==> src/rtl/clk_div_pkg.sv <==
// Shared constants, channel state and divisor clamp for the multi-channel clock-enable divider.
// Used by both build variants (CLKDIV_SYNC_EN defined or not).
package clk_div_pkg;

    localparam int unsigned DIV_MIN   = 2;
    localparam int unsigned DIV_W_MAX = 32;

    // Channel state is held at the widest supported divisor; unused upper bits stay zero.
    typedef struct packed {
        logic [DIV_W_MAX-1:0] cnt;
        logic [DIV_W_MAX-1:0] div_act;
    } ch_state_t;

    function automatic logic [DIV_W_MAX-1:0] clamp_div(input logic [DIV_W_MAX-1:0] v);
        return (v < DIV_W_MAX'(DIV_MIN)) ? DIV_W_MAX'(DIV_MIN) : v;
    endfunction

endpackage

==> src/rtl/clk_div_multi_if.sv <==
// Control/status bundle of clk_div_multi; sync_req exists only when CLKDIV_SYNC_EN is defined.
interface clk_div_multi_if #(
    parameter int unsigned NCH   = 4,
    parameter int unsigned DIV_W = 16
);

    logic [NCH-1:0]       ch_en;
    logic [NCH*DIV_W-1:0] div_val;
    logic [NCH-1:0]       tick;
    logic [NCH-1:0]       clk_out;
    logic [NCH*DIV_W-1:0] div_act;

`ifdef CLKDIV_SYNC_EN
    logic sync_req;

    modport master (output ch_en, div_val, sync_req, input tick, clk_out, div_act);
    modport slave  (input ch_en, div_val, sync_req, output tick, clk_out, div_act);
`else
    modport master (output ch_en, div_val, input tick, clk_out, div_act);
    modport slave  (input ch_en, div_val, output tick, clk_out, div_act);
`endif

endinterface

==> src/rtl/clk_div_ch.sv <==
// One divider channel: wrap counter, glitch-free divisor latch, registered tick and divided level.
// The sync input exists only when CLKDIV_SYNC_EN is defined.
module clk_div_ch
    import clk_div_pkg::*;
#(
    parameter int unsigned DIV_W   = 16,
    parameter int unsigned DIV_RST = 1000
) (
    input  logic             clk,
    input  logic             rst,
`ifdef CLKDIV_SYNC_EN
    input  logic             sync,
`endif
    input  logic             en,
    input  logic [DIV_W-1:0] div_val,
    output logic             tick,
    output logic             clk_out,
    output logic [DIV_W-1:0] div_act
);

    ch_state_t            st;
    logic [DIV_W_MAX-1:0] d;
    logic [DIV_W_MAX-1:0] last;
    logic                 realign;

    assign d       = clamp_div(st.div_act);
    assign last    = d - DIV_W_MAX'(1);
    assign div_act = st.div_act[DIV_W-1:0];

`ifdef CLKDIV_SYNC_EN
    assign realign = sync;
`else
    assign realign = 1'b0;
`endif

    always_ff @(posedge clk) begin
        if (rst) begin
            st.cnt     <= '0;
            st.div_act <= DIV_W_MAX'(DIV_RST);
            tick       <= 1'b0;
            clk_out    <= 1'b0;
        end else if (!en || realign) begin
            // Idle and realign share one path: counter parked, divisor follows div_val.
            st.cnt     <= '0;
            st.div_act <= DIV_W_MAX'(div_val);
            tick       <= 1'b0;
            clk_out    <= 1'b0;
        end else begin
            clk_out <= (st.cnt < (d >> 1));
            if (st.cnt == last) begin
                st.cnt     <= '0;
                st.div_act <= DIV_W_MAX'(div_val);
                tick       <= 1'b1;
            end else begin
                st.cnt     <= st.cnt + DIV_W_MAX'(1);
                tick       <= 1'b0;
            end
        end
    end

endmodule

==> src/rtl/clk_div_multi.sv <==
// Multi-channel clock-enable / divided-level generator, NCH independent programmable channels.
// Define CLKDIV_SYNC_EN to add sync_req, which realigns all enabled channels.
module clk_div_multi
    import clk_div_pkg::*;
#(
    parameter int unsigned NCH     = 4,
    parameter int unsigned DIV_W   = 16,
    parameter int unsigned DIV_RST = 1000
) (
    input  logic            clk,
    input  logic            rst,
    clk_div_multi_if.slave  bus
);

    for (genvar i = 0; i < NCH; i++) begin : g_ch
        clk_div_ch #(
            .DIV_W   (DIV_W),
            .DIV_RST (DIV_RST)
        ) u_ch (
            .clk     (clk),
            .rst     (rst),
`ifdef CLKDIV_SYNC_EN
            .sync    (bus.sync_req),
`endif
            .en      (bus.ch_en[i]),
            .div_val (bus.div_val[i*DIV_W +: DIV_W]),
            .tick    (bus.tick[i]),
            .clk_out (bus.clk_out[i]),
            .div_act (bus.div_act[i*DIV_W +: DIV_W])
        );
    end

endmodule

==> src/flat_wrapper.sv <==
// flat-port wrapper written by rule: the top's interface ports become plain ports
module clk_div_multi_flat import clk_div_pkg::*;
#(
    parameter int unsigned NCH     = 4,
    parameter int unsigned DIV_W   = 16,
    parameter int unsigned DIV_RST = 1000
)
  (clk, rst, bus_ch_en, bus_div_val, bus_tick, bus_clk_out, bus_div_act);
  clk_div_multi_if #(.NCH(NCH), .DIV_W(DIV_W)) bus_i ();
  input  logic clk;
  input  logic rst;
  input wire logic [$bits(bus_i.ch_en)-1:0] bus_ch_en;
  input wire logic [$bits(bus_i.div_val)-1:0] bus_div_val;
  output wire logic [$bits(bus_i.tick)-1:0] bus_tick;
  output wire logic [$bits(bus_i.clk_out)-1:0] bus_clk_out;
  output wire logic [$bits(bus_i.div_act)-1:0] bus_div_act;
  assign bus_i.ch_en = bus_ch_en;
  assign bus_i.div_val = bus_div_val;
  assign bus_tick = bus_i.tick;
  assign bus_clk_out = bus_i.clk_out;
  assign bus_div_act = bus_i.div_act;
  clk_div_multi #(.NCH(NCH), .DIV_W(DIV_W), .DIV_RST(DIV_RST)) u_core (.clk(clk), .rst(rst), .bus(bus_i));
endmodule
==> config.mk <==
export PLATFORM = sky130hd
export DESIGN_NAME = clk_div_multi_flat
export DESIGN_NICKNAME = d
export VERILOG_FILES = /design/src/rtl/clk_div_pkg.sv /design/src/rtl/clk_div_multi_if.sv /design/src/rtl/clk_div_ch.sv /design/src/rtl/clk_div_multi.sv /design/src/flat_wrapper.sv
export SDC_FILE = /design/constraint.sdc
export NUM_CORES = 1
export LEC_CHECK = 0
export CAP_MARGIN = 20
export CORE_AREA = 3 3 191 193
export CTS_BUF_LIST = sky130_fd_sc_hd__clkbuf_8
export CTS_CLUSTER_DIAMETER = 60
export DETAILED_ROUTE_END_ITERATION = 16
export DIE_AREA = 0 0 194 196
export PLACE_DENSITY = 0.67
export SYNTH_ARGS = -nofsm -noshare
export SYNTH_HDL_FRONTEND = slang
export SYNTH_SLANG_ARGS = --single-unit
export TNS_END_PERCENT = 50
==> constraint.sdc <==
create_clock -name clk -period 4.6 [get_ports clk]
set_input_delay 0.92 -clock clk [delete_from_list [all_inputs] [get_ports clk]]
set_output_delay 0.92 -clock clk [all_outputs]
set_load 0.05 [all_outputs]
Word-level counts from Yosys, hierarchy flattened

Index checks and enable logic that the tools add are counted.

Output and inout bits: 72
Bits in registers: 200
Word-level logic and storage cells: 68

Reduce and logical (&&, ||, !) cells: 8
Eq/ne operators: 8
Muxes and demuxes: 16
Magnitude comparators: 8
$add $sub $neg: 8
Bitwise logic cells: 4

Operators with widths:

| operator                | count |
|---|---|
| $mux W16                | 12 |
| $add A32 B1 Y32 const B | 4 |
| $eq A32 B32 Y1          | 4 |
| $lt A32 B15 Y1          | 4 |
| $sub A16 B1 Y17 const B | 4 |
| $lt A16 B2 Y1 const B   | 4 |
| $reduce_or A3 Y1        | 4 |
| $ne A2 B1 Y1 const B    | 4 |
| $reduce_or A2 Y1        | 4 |
| $mux W1                 | 4 |
| $not A1 Y1              | 4 |

Depth between registers and ports, before layout

Depth after elaboration: 6
Depth in mapped cells: 17
Gate-level depth less buffers: 14

By module

From an unflattened synthesis, not the netlist that was laid out.

Cell total of the unflattened synthesis: 1,812
Area, all modules: 15,079.5 µm²

Modules (own cells, without submodules):

| module     | cells an instance | area an instance (µm²) | seq. area each (µm²) | instances |
|---|---|---|---|---|
| clk_div_ch | 453               | 3,769.9                | 1,001.0              | 4 |

Worst setup path after synthesis

No wires, ideal clock.

Path type: reg2reg
From: reg u_core.g_ch[0].u_ch.div_act[9] (netlist name)
To: reg u_core.g_ch[0].u_ch.div_act[10] (netlist name)
Path slack: 0.030 ns
Period minus slack after synthesis: 4.570 ns
Buffers on the path: 1
Required time: 4.472 ns
Cell stages (with the launch flop): 15
Arrival: 4.442 ns
Cells stage by stage: dfxtp_1 nor4_1 nand4_1 o21ai_0 ha_1 or4b_2 nor2_1 nand3_1 xnor2_1 or4_1 or4_4 o41ai_4 buf_6 mux2i_1 nor2_1

Longest elaborated chain between the ends: 5

Ends and longest elaborated chain:

| item                            | RTL line          | source |
|---|---|---|
| $lt A16 B2 Y1                   | clk_div_pkg.sv:15 | `return (v < DIV_W_MAX'(DIV_MIN)) ? DIV_W_MAX'(DIV_MIN) : v;` |
| $mux W16 *                      | clk_div_pkg.sv:15 |  |
| $sub A16 B1 Y17 *               | clk_div_ch.sv:27  | `assign last = d - DIV_W_MAX'(1);` |
| $eq A32 B32 Y1 *                | clk_div_ch.sv:50  | `if (st.cnt == last) begin` |
| $ne A2 B1 Y1 (no source line) * | n/a               |  |

Mark *: on every way between the ends. The rest lies on a longest branch, timed or not.
A chain may end at the register's enable or synchronous reset.

Worst setup path after layout

From: reg u_core.g_ch[0].u_ch.div_act[9] (netlist name)
To: reg u_core.g_ch[0].u_ch.st[32] in the netlist's numbering

Longest elaborated chain between the ends: 5

Ends and longest elaborated chain:

| item                                | RTL line          | source |
|---|---|---|
| $lt A16 B2 Y1                       | clk_div_pkg.sv:15 |  |
| $mux W16 *                          | clk_div_pkg.sv:15 |  |
| $sub A16 B1 Y17 *                   | clk_div_ch.sv:27  |  |
| $eq A32 B32 Y1 *                    | clk_div_ch.sv:50  |  |
| $reduce_or A3 Y1 (no source line) * | n/a               |  |
| end, declared                       | clk_div_ch.sv:21  | `ch_state_t st;` |

Marked as above.

==> impl_metrics.toml <==
[route]
ant_nets = 0
drt-total-wl_um = 31700
routed_via_density = 5.20
wl_per_cell_um = 15.6
drc = 0
vias = 10549
drtIter0Drc = 547
dr.pass1.iters = 5

[layout]
regArea_um2 = 4000
nFillCells = 3551
final_nets = 1693
drive_gt1_share_pct = 5.66
final_cells = 2028
area_delta_synth_final_pct = 15.9
multi_input_area_um2 = 7180

[logic_synthesis]
yosysWarnings = 0
synthAdderAreaFrac_pct = 6.56
synth_edf_count = 0
synth-main-ff-cell = "dfxtp_1"
synth-simple-area-share_pct = 25.2
syn-num-nets = 1621
synth_top_family_by_area = "simple AND/OR/NAND/NOR gates"
synth_commonest_cells = "233 x nor2_1, 200 x dfxtp_1, 107 x xor2_1"
yosys.area.top_type_share_pct = 32.8
avgSynthCellArea_um2 = 8.21
synth_area_leader_cell = "dfxtp_1"
synth_seq_cells = 200
muxShareOfSynthArea_pct = 3.78
synth_area_leaders = "dfxtp_1 33%, xor2_1 7.7%, nor2_1 7.2%, ha_1 6.6%, xnor2_1 6.3%"
ys_async_sr_fraction_pct = 0
netlist_instances = 1487
yosysSeqAreaShare_pct = 32.8
syn-cell-area_um2 = 12200
synth_xor_area_share_pct = 14.0
synth_compound_area_share_pct = 8.99
yosysUniqueCellTypes = 64
yosys.cell_count.top_type = "nor2_1"

[clock_tree]
hold_buffers = 0
htreeDepth = 4
clock_latency_ps = 500
tritoncts = "built"
cts_buffers = 17
cts_root_buffer = "clkbuf_8"
numClockSinks = 200
clk_pin_slew_worst_paths_ps = 110
clk_path_buf_depth = 2

[critical_path]
end_kind = "flip-flop"
r2r_start = "u_core.g_ch[0].u_ch.div_act[9]"
crit_start = "u_core.g_ch[0].u_ch.div_act[9]"
worstPathArrival_ps = 4800
start_kind = "flip-flop"
crit_type = "reg -> reg"
path_max_fanout = 17
worst_ep_required_time_ps = 4980

[power]
p_per_area_nw_per_um2 = 254
power.total_uw = 3600
vdd_drop_max_mv = 0.195
cellLeakagePower_uw = 0.00546

[global_routing]
grt_start_max_net_pins = 41
grt_pass1_vias = 10080
grt_pass1_wl_um = 52300
grt_use_total_pct = 16.4
grt_overflow = 0
antenna_found_initial = 1

[timing]
hold_violations = 0
skew_ps = 23.9
max_freq_ghz = 0.226
timing.final.crit_share_pct = 96.0
fin_setup_tns_ps = 0
fin_ws_ps = 184
worst_pin_slew_ps = 661
finalSetupViolCount = 0
finalMaxSlewViolations = 0
period_needed_ps = 4420
timing.slew.headroom_pct = 55.8

[floorplan]
die_h_um = 196
dieArea_um2 = 38000
fp.dieW_um = 194
coreArea_um2 = 34700
std_cell_rows = 68
io_pins = 142
initial_core_util_pct = 35.2

[placement]
place_ws_ps = 106
placed_cells = 1994
dp_hpwl_um = 24100
io_buffers = 141
gp_congestion = 0.905

[worst_hold_path]
worst_hold_startpoint = "u_core.g_ch[2].u_ch.st[32]"
min_path_type = "reg -> reg"

[flow_run]
cap_violations = 0

[status]
status = "completed"
[flip-flops by register name (all words and copies together) (netlist names)]
name and flops:
u_core.g_ch.u_ch.st 128, u_core.g_ch.u_ch.div_act 64, u_core.g_ch.u_ch.clk_out 4, u_core.g_ch.u_ch.tick 4
[cell type report]
cell class / count / area share [%]
multi-input combinational: 1088 / 50.7
timing repair buffer: 182 / 12.4
tap: 455 / 4.02
sequential: 200 / 28.3
inverter: 70 / 1.86
clock inverter: 14 / 0.920
clock buffer: 18 / 1.75
antenna: 1 / 0.0177
[stage by stage]
step | area (um2) | util (%) | hold WS, ps
3_3_place_gp | 13700 | 39.6 | 491
6_report | 14100 | 40.8 | 517
5_1_grt | 14100 | 40.7 | 561
4_1_cts | 14100 | 40.6 | 523
2_1_floorplan | 12200 | - | 457
3_5_place_dp | 13700 | 39.6 | 498
[cells in the final DEF, fill, tap and decap left out, drive strengths merged, types with 7 or more instances in the layout]
cell type        n
dfxtp          200
nand3           75
and3            26
a21o            13
nand4b           8
xor2           107
a31oi            7
clkbuf          18
ha              64
nor4            35
xnor2           88
a2111oi          7
and4            14
mux2i           45
or4             10
nand4           42
o21ai           28
nor3            36
a21oi           27
clkdlybuf4s50  140
o211ai          27
or3             13
nand2          100
and2             8
inv             78
nor2           233
buf             42
[critical path, cell delays in order, from the launching register on]
cell and delay (ps):
dfxtp_1 340, nor4_2 270, buf_4 170, nand4_1 160, o21ai_2 230, ha_1 190
or4b_2 630, nor2_2 120, nand3_1 100, xnor2_1 130, or4_1 520, or4_4 550
or4_4 560, nand3_4 140, buf_12 150, nor2_1 40
[worst paths after layout]
check                               end  slack, ps  cells past startpoint
min reg2reg  u_core.g_ch[2].u_ch.st[32]        520                      1
max reg2reg  u_core.g_ch[0].u_ch.st[32]        180                     15
min          u_core.g_ch[2].u_ch.st[32]        520                      1
max          u_core.g_ch[0].u_ch.st[32]        180                     15
[layer usage]
layer / wire, um / track usage, % / vias up
li1: - / - / 5238
met1: 15300 / 23.0 / 4945
met2: 13700 / 25.4 / 323
met3: 2230 / 4.14 / 41
met4: 461 / 3.96 / 2
met5: 11 / 0 / -
[repair_timing]
item                       CTS  global route
gates resized for setup      0             7
buffers inserted             0             1
hold endpoints to repair     0             0
setup endpoints to repair    0            55
[logic make-up (layout without fill, tap and decap cells)]
logic type	Yosys count	after routing
adder cells (fa/ha/maj)	64	64
buffers and inverters	199	284
other	0	1
multiplexers	46	46
AO/OA/AOI/OAI	156	156
flip-flops	200	200
XOR/XNOR	195	195
AND/OR/NAND/NOR	627	627
[power breakdown]
part / total [uW] / internal [uW] / switching (uW) / leakage [uW]
Clock: 1110 / 412 / 698 / 0.000192
Sequential: 1840 / 1770 / 70.8 / 0.00163
Combinational: 643 / 267 / 375 / 0.00364
Total: 3600 / 2450 / 1140 / 0.00546
Note: power is estimated with default switching activity, not from simulation.
